===== src/rtl/tfe_mac_engine_if.sv =====
// Valid/ready stream bundle for tfe_mac_engine: weight in, activation in, result beats out.
// The master modport is the stream source/sink side; the engine uses the slave modport.
interface tfe_mac_engine_if #(
  parameter int DATA_W = 8,
  parameter int OUT_W  = 8
);
  logic              w_valid;
  logic              w_ready;
  logic [DATA_W-1:0] w_data;

  logic              a_valid;
  logic              a_ready;
  logic [DATA_W-1:0] a_data;

  logic              res_valid;
  logic              res_ready;
  logic [OUT_W-1:0]  res_data;
  logic              res_last;

  modport master (
    output w_valid, w_data, a_valid, a_data, res_ready,
    input  w_ready, a_ready, res_valid, res_data, res_last
  );

  modport slave (
    input  w_valid, w_data, a_valid, a_data, res_ready,
    output w_ready, a_ready, res_valid, res_data, res_last
  );
endinterface


===== src/rtl/tfe_mac_engine.sv =====
// Signed dot-product engine: DEPTH-entry weight buffer, streamed activations, OUT_W-bit result beats.
// Define TFE_RELU_EN to clamp negative sums to zero before they are emitted.
module tfe_mac_engine #(
  parameter int DATA_W = 8,
  parameter int DEPTH  = 16,
  parameter int ACC_W  = 24,
  parameter int OUT_W  = 8
) (
  input  logic                   clk,
  input  logic                   rts,
  input  logic                   clear,
  tfe_mac_engine_if.slave        bus,
  output logic                   weights_loaded,
  output logic                   busy
);

  localparam int NB     = (ACC_W + OUT_W - 1) / OUT_W;
  localparam int RES_W  = NB * OUT_W;
  localparam int IDX_W  = (DEPTH > 1) ? $clog2(DEPTH) : 1;
  localparam int BEAT_W = (NB > 1) ? $clog2(NB) : 1;
  localparam int PROD_W = 2 * DATA_W;

  localparam logic [IDX_W-1:0]  LAST_IDX  = IDX_W'(DEPTH - 1);
  localparam logic [BEAT_W-1:0] LAST_BEAT = BEAT_W'(NB - 1);

  typedef enum logic [1:0] {
    S_LOAD = 2'd0,
    S_RUN  = 2'd1,
    S_OUT  = 2'd2
  } state_t;

  state_t                    state_q, state_d;
  logic [IDX_W-1:0]          wptr_q, idx_q;
  logic [BEAT_W-1:0]         beat_q;
  logic signed [ACC_W-1:0]   acc_q, acc_next;
  logic [RES_W-1:0]          result_q, result_d;
  logic                      loaded_q;
  logic [DATA_W-1:0]         wbuf [DEPTH];

  logic                      w_ready_c, a_ready_c, res_valid_c;
  logic                      w_fire, a_fire, r_fire;
  logic signed [PROD_W-1:0]  a_ext, w_ext, prod;

  // ---------------------------------------------------------------------------
  // FSM next-state and handshake readies
  // ---------------------------------------------------------------------------
  // NOTE: every signal written here gets a default first so no path leaves it
  // unassigned; a missing default would infer a latch.
  always_comb begin
    state_d     = state_q;
    w_ready_c   = 1'b0;
    a_ready_c   = 1'b0;
    res_valid_c = 1'b0;
    case (state_q)
      S_LOAD: begin
        w_ready_c = 1'b1;
        if (bus.w_valid && wptr_q == LAST_IDX) state_d = S_RUN;
      end
      S_RUN: begin
        a_ready_c = 1'b1;
        if (bus.a_valid && idx_q == LAST_IDX) state_d = S_RUN == S_RUN ? S_OUT : S_RUN;
      end
      S_OUT: begin
        res_valid_c = 1'b1;
        if (bus.res_ready && beat_q == LAST_BEAT) state_d = S_RUN;
      end
      default: state_d = S_LOAD;
    endcase
    if (clear) state_d = S_LOAD;
  end

  // NOTE: sequential state uses non-blocking assignments so every register
  // samples pre-edge values regardless of process ordering.
  always_ff @(posedge clk or negedge rts) begin
    if (!rts) state_q <= S_LOAD;
    else      state_q <= state_d;
  end

  // clear overrides every handshake in the cycle it is asserted
  assign w_fire = bus.w_valid & w_ready_c   & ~clear;
  assign a_fire = bus.a_valid & a_ready_c   & ~clear;
  assign r_fire = bus.res_ready & res_valid_c & ~clear;

  // ---------------------------------------------------------------------------
  // Multiply-accumulate
  // ---------------------------------------------------------------------------
  assign a_ext    = PROD_W'($signed(bus.a_data));
  assign w_ext    = PROD_W'($signed(wbuf[idx_q]));
  assign prod     = a_ext * w_ext;
  assign acc_next = acc_q + ACC_W'(prod);

`ifdef TFE_RELU_EN
  assign result_d = acc_next[ACC_W-1] ? '0 : RES_W'(acc_next);
`else
  assign result_d = RES_W'(acc_next);
`endif

  // NOTE: the weight buffer has no reset; its contents survive rts and clear,
  // and only written entries are ever read.
  always_ff @(posedge clk) begin
    if (w_fire) wbuf[wptr_q] <= bus.w_data;
  end

  always_ff @(posedge clk or negedge rts) begin
    if (!rts) begin
      wptr_q   <= '0;
      idx_q    <= '0;
      beat_q   <= '0;
      acc_q    <= '0;
      result_q <= '0;
      loaded_q <= 1'b0;
    end else if (clear) begin
      wptr_q   <= '0;
      idx_q    <= '0;
      beat_q   <= '0;
      acc_q    <= '0;
      result_q <= '0;
      loaded_q <= 1'b0;
    end else begin
      if (w_fire) begin
        if (wptr_q == LAST_IDX) begin
          wptr_q   <= '0;
          loaded_q <= 1'b1;
        end else begin
          wptr_q <= wptr_q + 1'b1;
        end
      end

      if (a_fire) begin
        acc_q <= acc_next;
        if (idx_q == LAST_IDX) begin
          idx_q    <= '0;
          beat_q   <= '0;
          result_q <= result_d;
        end else begin
          idx_q <= idx_q + 1'b1;
        end
      end

      if (r_fire) begin
        if (beat_q == LAST_BEAT) begin
          beat_q <= '0;
          acc_q  <= '0;
        end else begin
          beat_q <= beat_q + 1'b1;
        end
      end
    end
  end

  // ---------------------------------------------------------------------------
  // Outputs
  // ---------------------------------------------------------------------------
  assign bus.w_ready   = w_ready_c;
  assign bus.a_ready   = a_ready_c;
  assign bus.res_valid = res_valid_c;
  assign bus.res_data  = (state_q == S_OUT) ? result_q[int'(beat_q) * OUT_W +: OUT_W] : '0;
  assign bus.res_last  = (state_q == S_OUT) && (beat_q == LAST_BEAT);

  assign weights_loaded = loaded_q;
  assign busy           = ((state_q == S_RUN) && (idx_q != '0)) || (state_q == S_OUT);

endmodule


===== src/flat_wrapper.sv =====
// flat-port wrapper written by rule: the top's interface ports become plain ports
module tfe_mac_engine_flat 
#(
  parameter int DATA_W = 8,
  parameter int DEPTH  = 16,
  parameter int ACC_W  = 24,
  parameter int OUT_W  = 8
)
  (clk, rts, clear, weights_loaded, busy, bus_w_valid, bus_w_data, bus_a_valid, bus_a_data, bus_res_ready, bus_w_ready, bus_a_ready, bus_res_valid, bus_res_data, bus_res_last);
  tfe_mac_engine_if #(.DATA_W(DATA_W), .OUT_W(OUT_W)) bus_i ();
  input  logic clk;
  input  logic rts;
  input  logic clear;
  output logic weights_loaded;
  output logic busy;
  input wire logic [$bits(bus_i.w_valid)-1:0] bus_w_valid;
  input wire logic [$bits(bus_i.w_data)-1:0] bus_w_data;
  input wire logic [$bits(bus_i.a_valid)-1:0] bus_a_valid;
  input wire logic [$bits(bus_i.a_data)-1:0] bus_a_data;
  input wire logic [$bits(bus_i.res_ready)-1:0] bus_res_ready;
  output wire logic [$bits(bus_i.w_ready)-1:0] bus_w_ready;
  output wire logic [$bits(bus_i.a_ready)-1:0] bus_a_ready;
  output wire logic [$bits(bus_i.res_valid)-1:0] bus_res_valid;
  output wire logic [$bits(bus_i.res_data)-1:0] bus_res_data;
  output wire logic [$bits(bus_i.res_last)-1:0] bus_res_last;
  assign bus_i.w_valid = bus_w_valid;
  assign bus_i.w_data = bus_w_data;
  assign bus_i.a_valid = bus_a_valid;
  assign bus_i.a_data = bus_a_data;
  assign bus_i.res_ready = bus_res_ready;
  assign bus_w_ready = bus_i.w_ready;
  assign bus_a_ready = bus_i.a_ready;
  assign bus_res_valid = bus_i.res_valid;
  assign bus_res_data = bus_i.res_data;
  assign bus_res_last = bus_i.res_last;
  tfe_mac_engine #(.DATA_W(DATA_W), .DEPTH(DEPTH), .ACC_W(ACC_W), .OUT_W(OUT_W)) u_core (.clk(clk), .rts(rts), .clear(clear), .bus(bus_i), .weights_loaded(weights_loaded), .busy(busy));
endmodule

===== config.mk =====
export PLATFORM = sky130hd
export DESIGN_NAME = tfe_mac_engine_flat
export DESIGN_NICKNAME = d
export VERILOG_FILES = /design/src/rtl/tfe_mac_engine_if.sv /design/src/rtl/tfe_mac_engine.sv /design/src/flat_wrapper.sv
export SDC_FILE = /design/constraint.sdc
export NUM_CORES = 1
export LEC_CHECK = 0
export BUFFER_PORTS_ARGS = -buffer_cell sky130_fd_sc_hd__buf_2
export CAP_MARGIN = 20
export CORE_ASPECT_RATIO = 0.7
export CORE_MARGIN = 2
export CORE_UTILIZATION = 35
export CTS_CLUSTER_DIAMETER = 60
export DETAILED_ROUTE_END_ITERATION = 16
export PLACE_DENSITY_LB_ADDON = 0.25
export SYNTH_ARGS = -nofsm -noshare
export SYNTH_HDL_FRONTEND = slang
export SYNTH_SLANG_ARGS = --single-unit
export TNS_END_PERCENT = 100

===== constraint.sdc =====
create_clock -name clk -period 6 [get_ports clk]
set_clock_uncertainty 0.05 [all_clocks]
set_input_delay 0 -clock clk [delete_from_list [all_inputs] [get_ports clk]]
set_output_delay 0 -clock clk [all_outputs]
set_load 0.02 [all_outputs]

==> flow_summary.rst <==
.. list-table::
   :header-rows: 1

   * - Metric
     - Value
   * - Result of the run
     - complete, but fails checks
   * - Failing checks
     - negative setup slack
   * - Min-Delay Path Class
     - in2async
   * - Die extent in y
     - 158 microns
   * - Post-synthesis share of cell area spent on and, or, nand and nor gates
     - 8.89%
   * - Flop and latch count out of synthesis
     - 189
   * - Standard cell core area
     - 33600 sq um
   * - Maximum number of pins on one net before global-route repair
     - 62
   * - Number of H-tree levels
     - 4
   * - Initial DRC Count
     - 576
   * - Leakage power
     - 6.18 nW
   * - Total via count in the routed design
     - 7686
   * - Peak supply drop
     - 0.328 mV
   * - Detailed Place HPWL
     - 21900 microns
   * - Clock-pin slew on the worst setup and hold paths
     - 0.07 ns
   * - Cell with the most instances after synthesis
     - sky130_fd_sc_hd__edfxtp_1
   * - Number of nets produced by synthesis
     - 1111
   * - Final GP Congestion
     - 0.799
   * - Worst slack on hold paths
     - 0.213 ns
   * - CTS tree
     - done
   * - Post-layout nets
     - 1266
   * - Post-synth EDFFs
     - 128
   * - Post-synthesis instance area
     - 11900 sq um
   * - Leading post-synthesis cells by cell area
     - sky130_fd_sc_hd__edfxtp_1 (32%), sky130_fd_sc_hd__fa_1 (17%), sky130_fd_sc_hd__dfrtp_1 (13%), sky130_fd_sc_hd__ha_1 (6.3%), sky130_fd_sc_hd__mux4_2 (6.0%)
   * - Total CTS buffers
     - 17
   * - Period utilisation layout
     - 107%
   * - Areal power density over the cells
     - 413 nW/um^2
   * - Number of routed nets with antenna violations
     - 0
   * - Number of filler cells placed in the layout
     - 3044
   * - Setup repair after global routing missed its margin
     - yes
   * - Worst endpoint required time
     - 6.28 ns
   * - Xor and xnor fraction of the mapped netlist area
     - 1.91%
   * - Count of different cell masters after synthesis
     - 67
   * - Arr. time, crit path
     - 6.73 ns
   * - Cell total after placement
     - 1461
   * - Max incr delay on CP
     - 0.56 ns
   * - Area growth from synthesis to layout
     - 24.9%
   * - Placed instance area
     - 13300 sq um
   * - Avg Synthesized Cell Area
     - 12.9 sq um
   * - Final worst path period need
     - 6.45 ns
   * - Crit path capture type
     - register
   * - DRC violations left
     - 0
   * - Sum of overflow across all layers after global routing
     - 0
   * - Transition at the pin with the smallest max-transition slack
     - 1.09 ns
   * - Global-route wire length before repair
     - 47200 microns
   * - Detailed Routing Iterations Pass 1
     - 5
   * - Maximum clock path buffer count
     - 2
   * - Antenna violations before repair
     - 0
   * - Share of synthesized flip-flops with an asynchronous set or reset
     - 32.3%
   * - Minimum setup slack in the final design
     - -0.450 ns
   * - Count of yosys warnings during synthesis
     - 0
   * - Start-to-end type of the worst setup path
     - reg2reg
   * - Ratio of routed vias to standard cells
     - 5.03
   * - Number of endpoints failing setup at the final stage
     - 27
   * - CP max stage cell
     - sky130_fd_sc_hd__fa_1
   * - Overall die area
     - 35600 sq um
   * - Compound-cell area share of the yosys netlist
     - 8.70%
   * - Initial cell density of the core
     - 35.5%
   * - Width of the chip
     - 225 microns
   * - Kind of start point of the critical path
     - register
   * - Post-synth top area share
     - 32.2%
   * - Leading cell types by count after synthesis
     - sky130_fd_sc_hd__edfxtp_1 (128), sky130_fd_sc_hd__fa_1 (104), sky130_fd_sc_hd__inv_1 (100)
   * - Number of pins with negative max-slew slack in the final report
     - 0
   * - FMAX
     - 155 MHz
   * - Cell area after layout
     - 14900 sq um
   * - Overall fraction of global-route tracks in use
     - 17.6%
   * - Combinational family with the most area after synthesis
     - adder cells
   * - Ports placed on the boundary
     - 36
   * - Adder and majority cell fraction of the synthesized area
     - 23.7%
   * - N_diodes
     - 0
   * - Max_slew headroom
     - 27.3%
   * - Worst-skew pair later-pin latency
     - 0.44 ns
   * - Most instantiated flip-flop cell in the synthesis netlist
     - sky130_fd_sc_hd__edfxtp_1
   * - Most common cell type on the critical path
     - sky130_fd_sc_hd__fa_1
   * - Share of cells above drive strength 1
     - 29.6%
   * - Final Non-Filler Cells
     - 1528
   * - Ordered list of cells on the worst path
     - buf_12 -> buf_4 -> mux4_2 -> a211oi_2 -> a31oi_2 -> and2_1 -> fa_1 -> inv_2 -> fa_1 -> inv_2 -> fa_1 -> fa_1 -> fa_1 -> ha_4 -> o21a_1 -> o31a_1 -> o31a_1 -> or3_4 -> buf_4 -> buf_6 -> xnor2_2 -> o221a_1
   * - Maximum capacitance violations
     - 0
   * - Hold Violations, Final
     - 0
   * - Total number of clock tree sinks
     - 189
   * - Peak fanout along the critical path
     - 8
   * - Placement Rows
     - 56
   * - Top cell type by total area after synthesis
     - sky130_fd_sc_hd__edfxtp_1
   * - Sequential area share after synthesis
     - 45.0%
   * - Root buffer selected by CTS
     - sky130_fd_sc_hd__clkbuf_16
   * - Multiplexer fraction of the synthesized cell area
     - 6.81%
   * - Vias in the first global route
     - 7994
   * - Total of buffers placed on input and output ports
     - 35
   * - Routed wirelength normalized by instance count
     - 19.2 microns
   * - Count of mapped cells out of synthesis
     - 925
   * - Aggregate routed wire length
     - 29400 microns
[final cells by class]
class,instances,area [sq um],share of cell area (%)
clock buffers,17,425,2.86
clock inverters,15,176,1.18
inverters,104,390,2.62
well taps,435,544,3.65
flip-flops and latches,189,5370,36.1
multi-input cells,596,6600,44.3
repair buffers,172,1400,9.36
[state kept, by name, summed over array words and instances (netlist names)]
name / cells
u_core.acc_q: 24
u_core.beat_q: 2
u_core.idx_q: 4
u_core.result_q: 24
u_core.state_q: 2
u_core.wbuf: 128
u_core.weights_loaded: 1
u_core.wptr_q: 4
[layer usage]
metal	up-vias	track usage, %	routed length (microns)
li1	3532	-	-
met1	3978	29.2	16100
met2	158	23.8	11800
met3	18	2.51	1250
met4	0	3.44	218
met5	-	0	0
[worst max-delay path: cells and delay by family, from the launching register on]
family,cells,cell delay [ns]
adders and majority gates,6,2.81
DFF,1,0.42
AOI/OAI and AO/OA,6,1.15
and+or+nand+nor,2,0.65
buffers and inverters,6,0.61
muxes,1,0.49
xor gates and xnor gates,1,0.14
[placed cells by master (no fill, tap or decap), types with 8 or more instances in the layout]
cell and instances:
sky130_fd_sc_hd__o21ai_0 9, sky130_fd_sc_hd__xnor2_1 9, sky130_fd_sc_hd__edfxtp_1 128, sky130_fd_sc_hd__mux4_2 32, sky130_fd_sc_hd__mux2i_1 8, sky130_fd_sc_hd__nand3_1 8
sky130_fd_sc_hd__nor2_1 59, sky130_fd_sc_hd__inv_1 97, sky130_fd_sc_hd__o22ai_1 9, sky130_fd_sc_hd__buf_4 103, sky130_fd_sc_hd__dlygate4sd3_1 14, sky130_fd_sc_hd__clkbuf_16 17
sky130_fd_sc_hd__ha_4 11, sky130_fd_sc_hd__and2_1 31, sky130_fd_sc_hd__ha_1 49, sky130_fd_sc_hd__nand2_1 68, sky130_fd_sc_hd__buf_2 35, sky130_fd_sc_hd__fa_1 102
sky130_fd_sc_hd__a22o_1 15, sky130_fd_sc_hd__a21oi_1 32, sky130_fd_sc_hd__nor2b_1 9, sky130_fd_sc_hd__dfrtp_1 60, sky130_fd_sc_hd__buf_6 13, sky130_fd_sc_hd__nand2b_1 8
sky130_fd_sc_hd__o21ai_1 8
[report_power, final]
group	leakage, nW	internal [W]	switching (W)
clock network	0.288	0.000630	0.000552
logic	3.89	0.00178	0.00179
registers	2.00	0.00140	0.00000273
total	6.18	0.00381	0.00235
[final timing paths]
check / from / end / slack [ns] / cells past startpoint
worst max-delay path: u_core.idx_q[0] / u_core.acc_q[18] / -0.45 / 22
max in group asynchronous: rts / u_core.idx_q[0] / 5.04 / 3
min in group clk: bus_a_data[0] / u_core.result_q[0] / 0.22 / 4
worst min register to register: u_core.result_q[12] / u_core.result_q[12] / 0.43 / 2
worst max register to register: u_core.idx_q[0] / u_core.acc_q[18] / -0.45 / 22
worst min-delay path: rts / u_core.acc_q[15] / 0.21 / 3
[per-stage QoR]
step / setup TNS, ns / power, W / util [%] / setup slack (ns)
after floorplan: -0.257 / 0.00305 / - / -0.0789
after global placement: -11.73 / 0.00412 / 39.7 / -0.627
after detailed placement: -12.39 / 0.00412 / 39.7 / -0.661
after CTS: -8.34 / 0.00596 / 43.9 / -0.496
after global routing: -15.31 / 0.00657 / 44.4 / -0.695
final: -8.64 / 0.00616 / 44.4 / -0.450
[timing repair]
action	in CTS	in global routing
endpoints found under the setup margin	31	32
gates resized for setup	76	29
pin swaps	31	13
hold buffers	14	0
hold endpoints to repair	198	0
buffers inserted	17	6
cloned	2	0
[cells by family (layout without fill, tap and decap cells)]
group | count (synthesis) | in the layout
AND/OR/NAND/NOR | 220 | 220
flip-flops | 189 | 189
adder cells (fa/ha/maj) | 164 | 164
AO/OA/AOI/OAI | 145 | 145
buffers and inverters | 140 | 308
multiplexers | 41 | 41
XOR/XNOR | 26 | 26
Note: power is estimated with default switching activity, not from simulation.
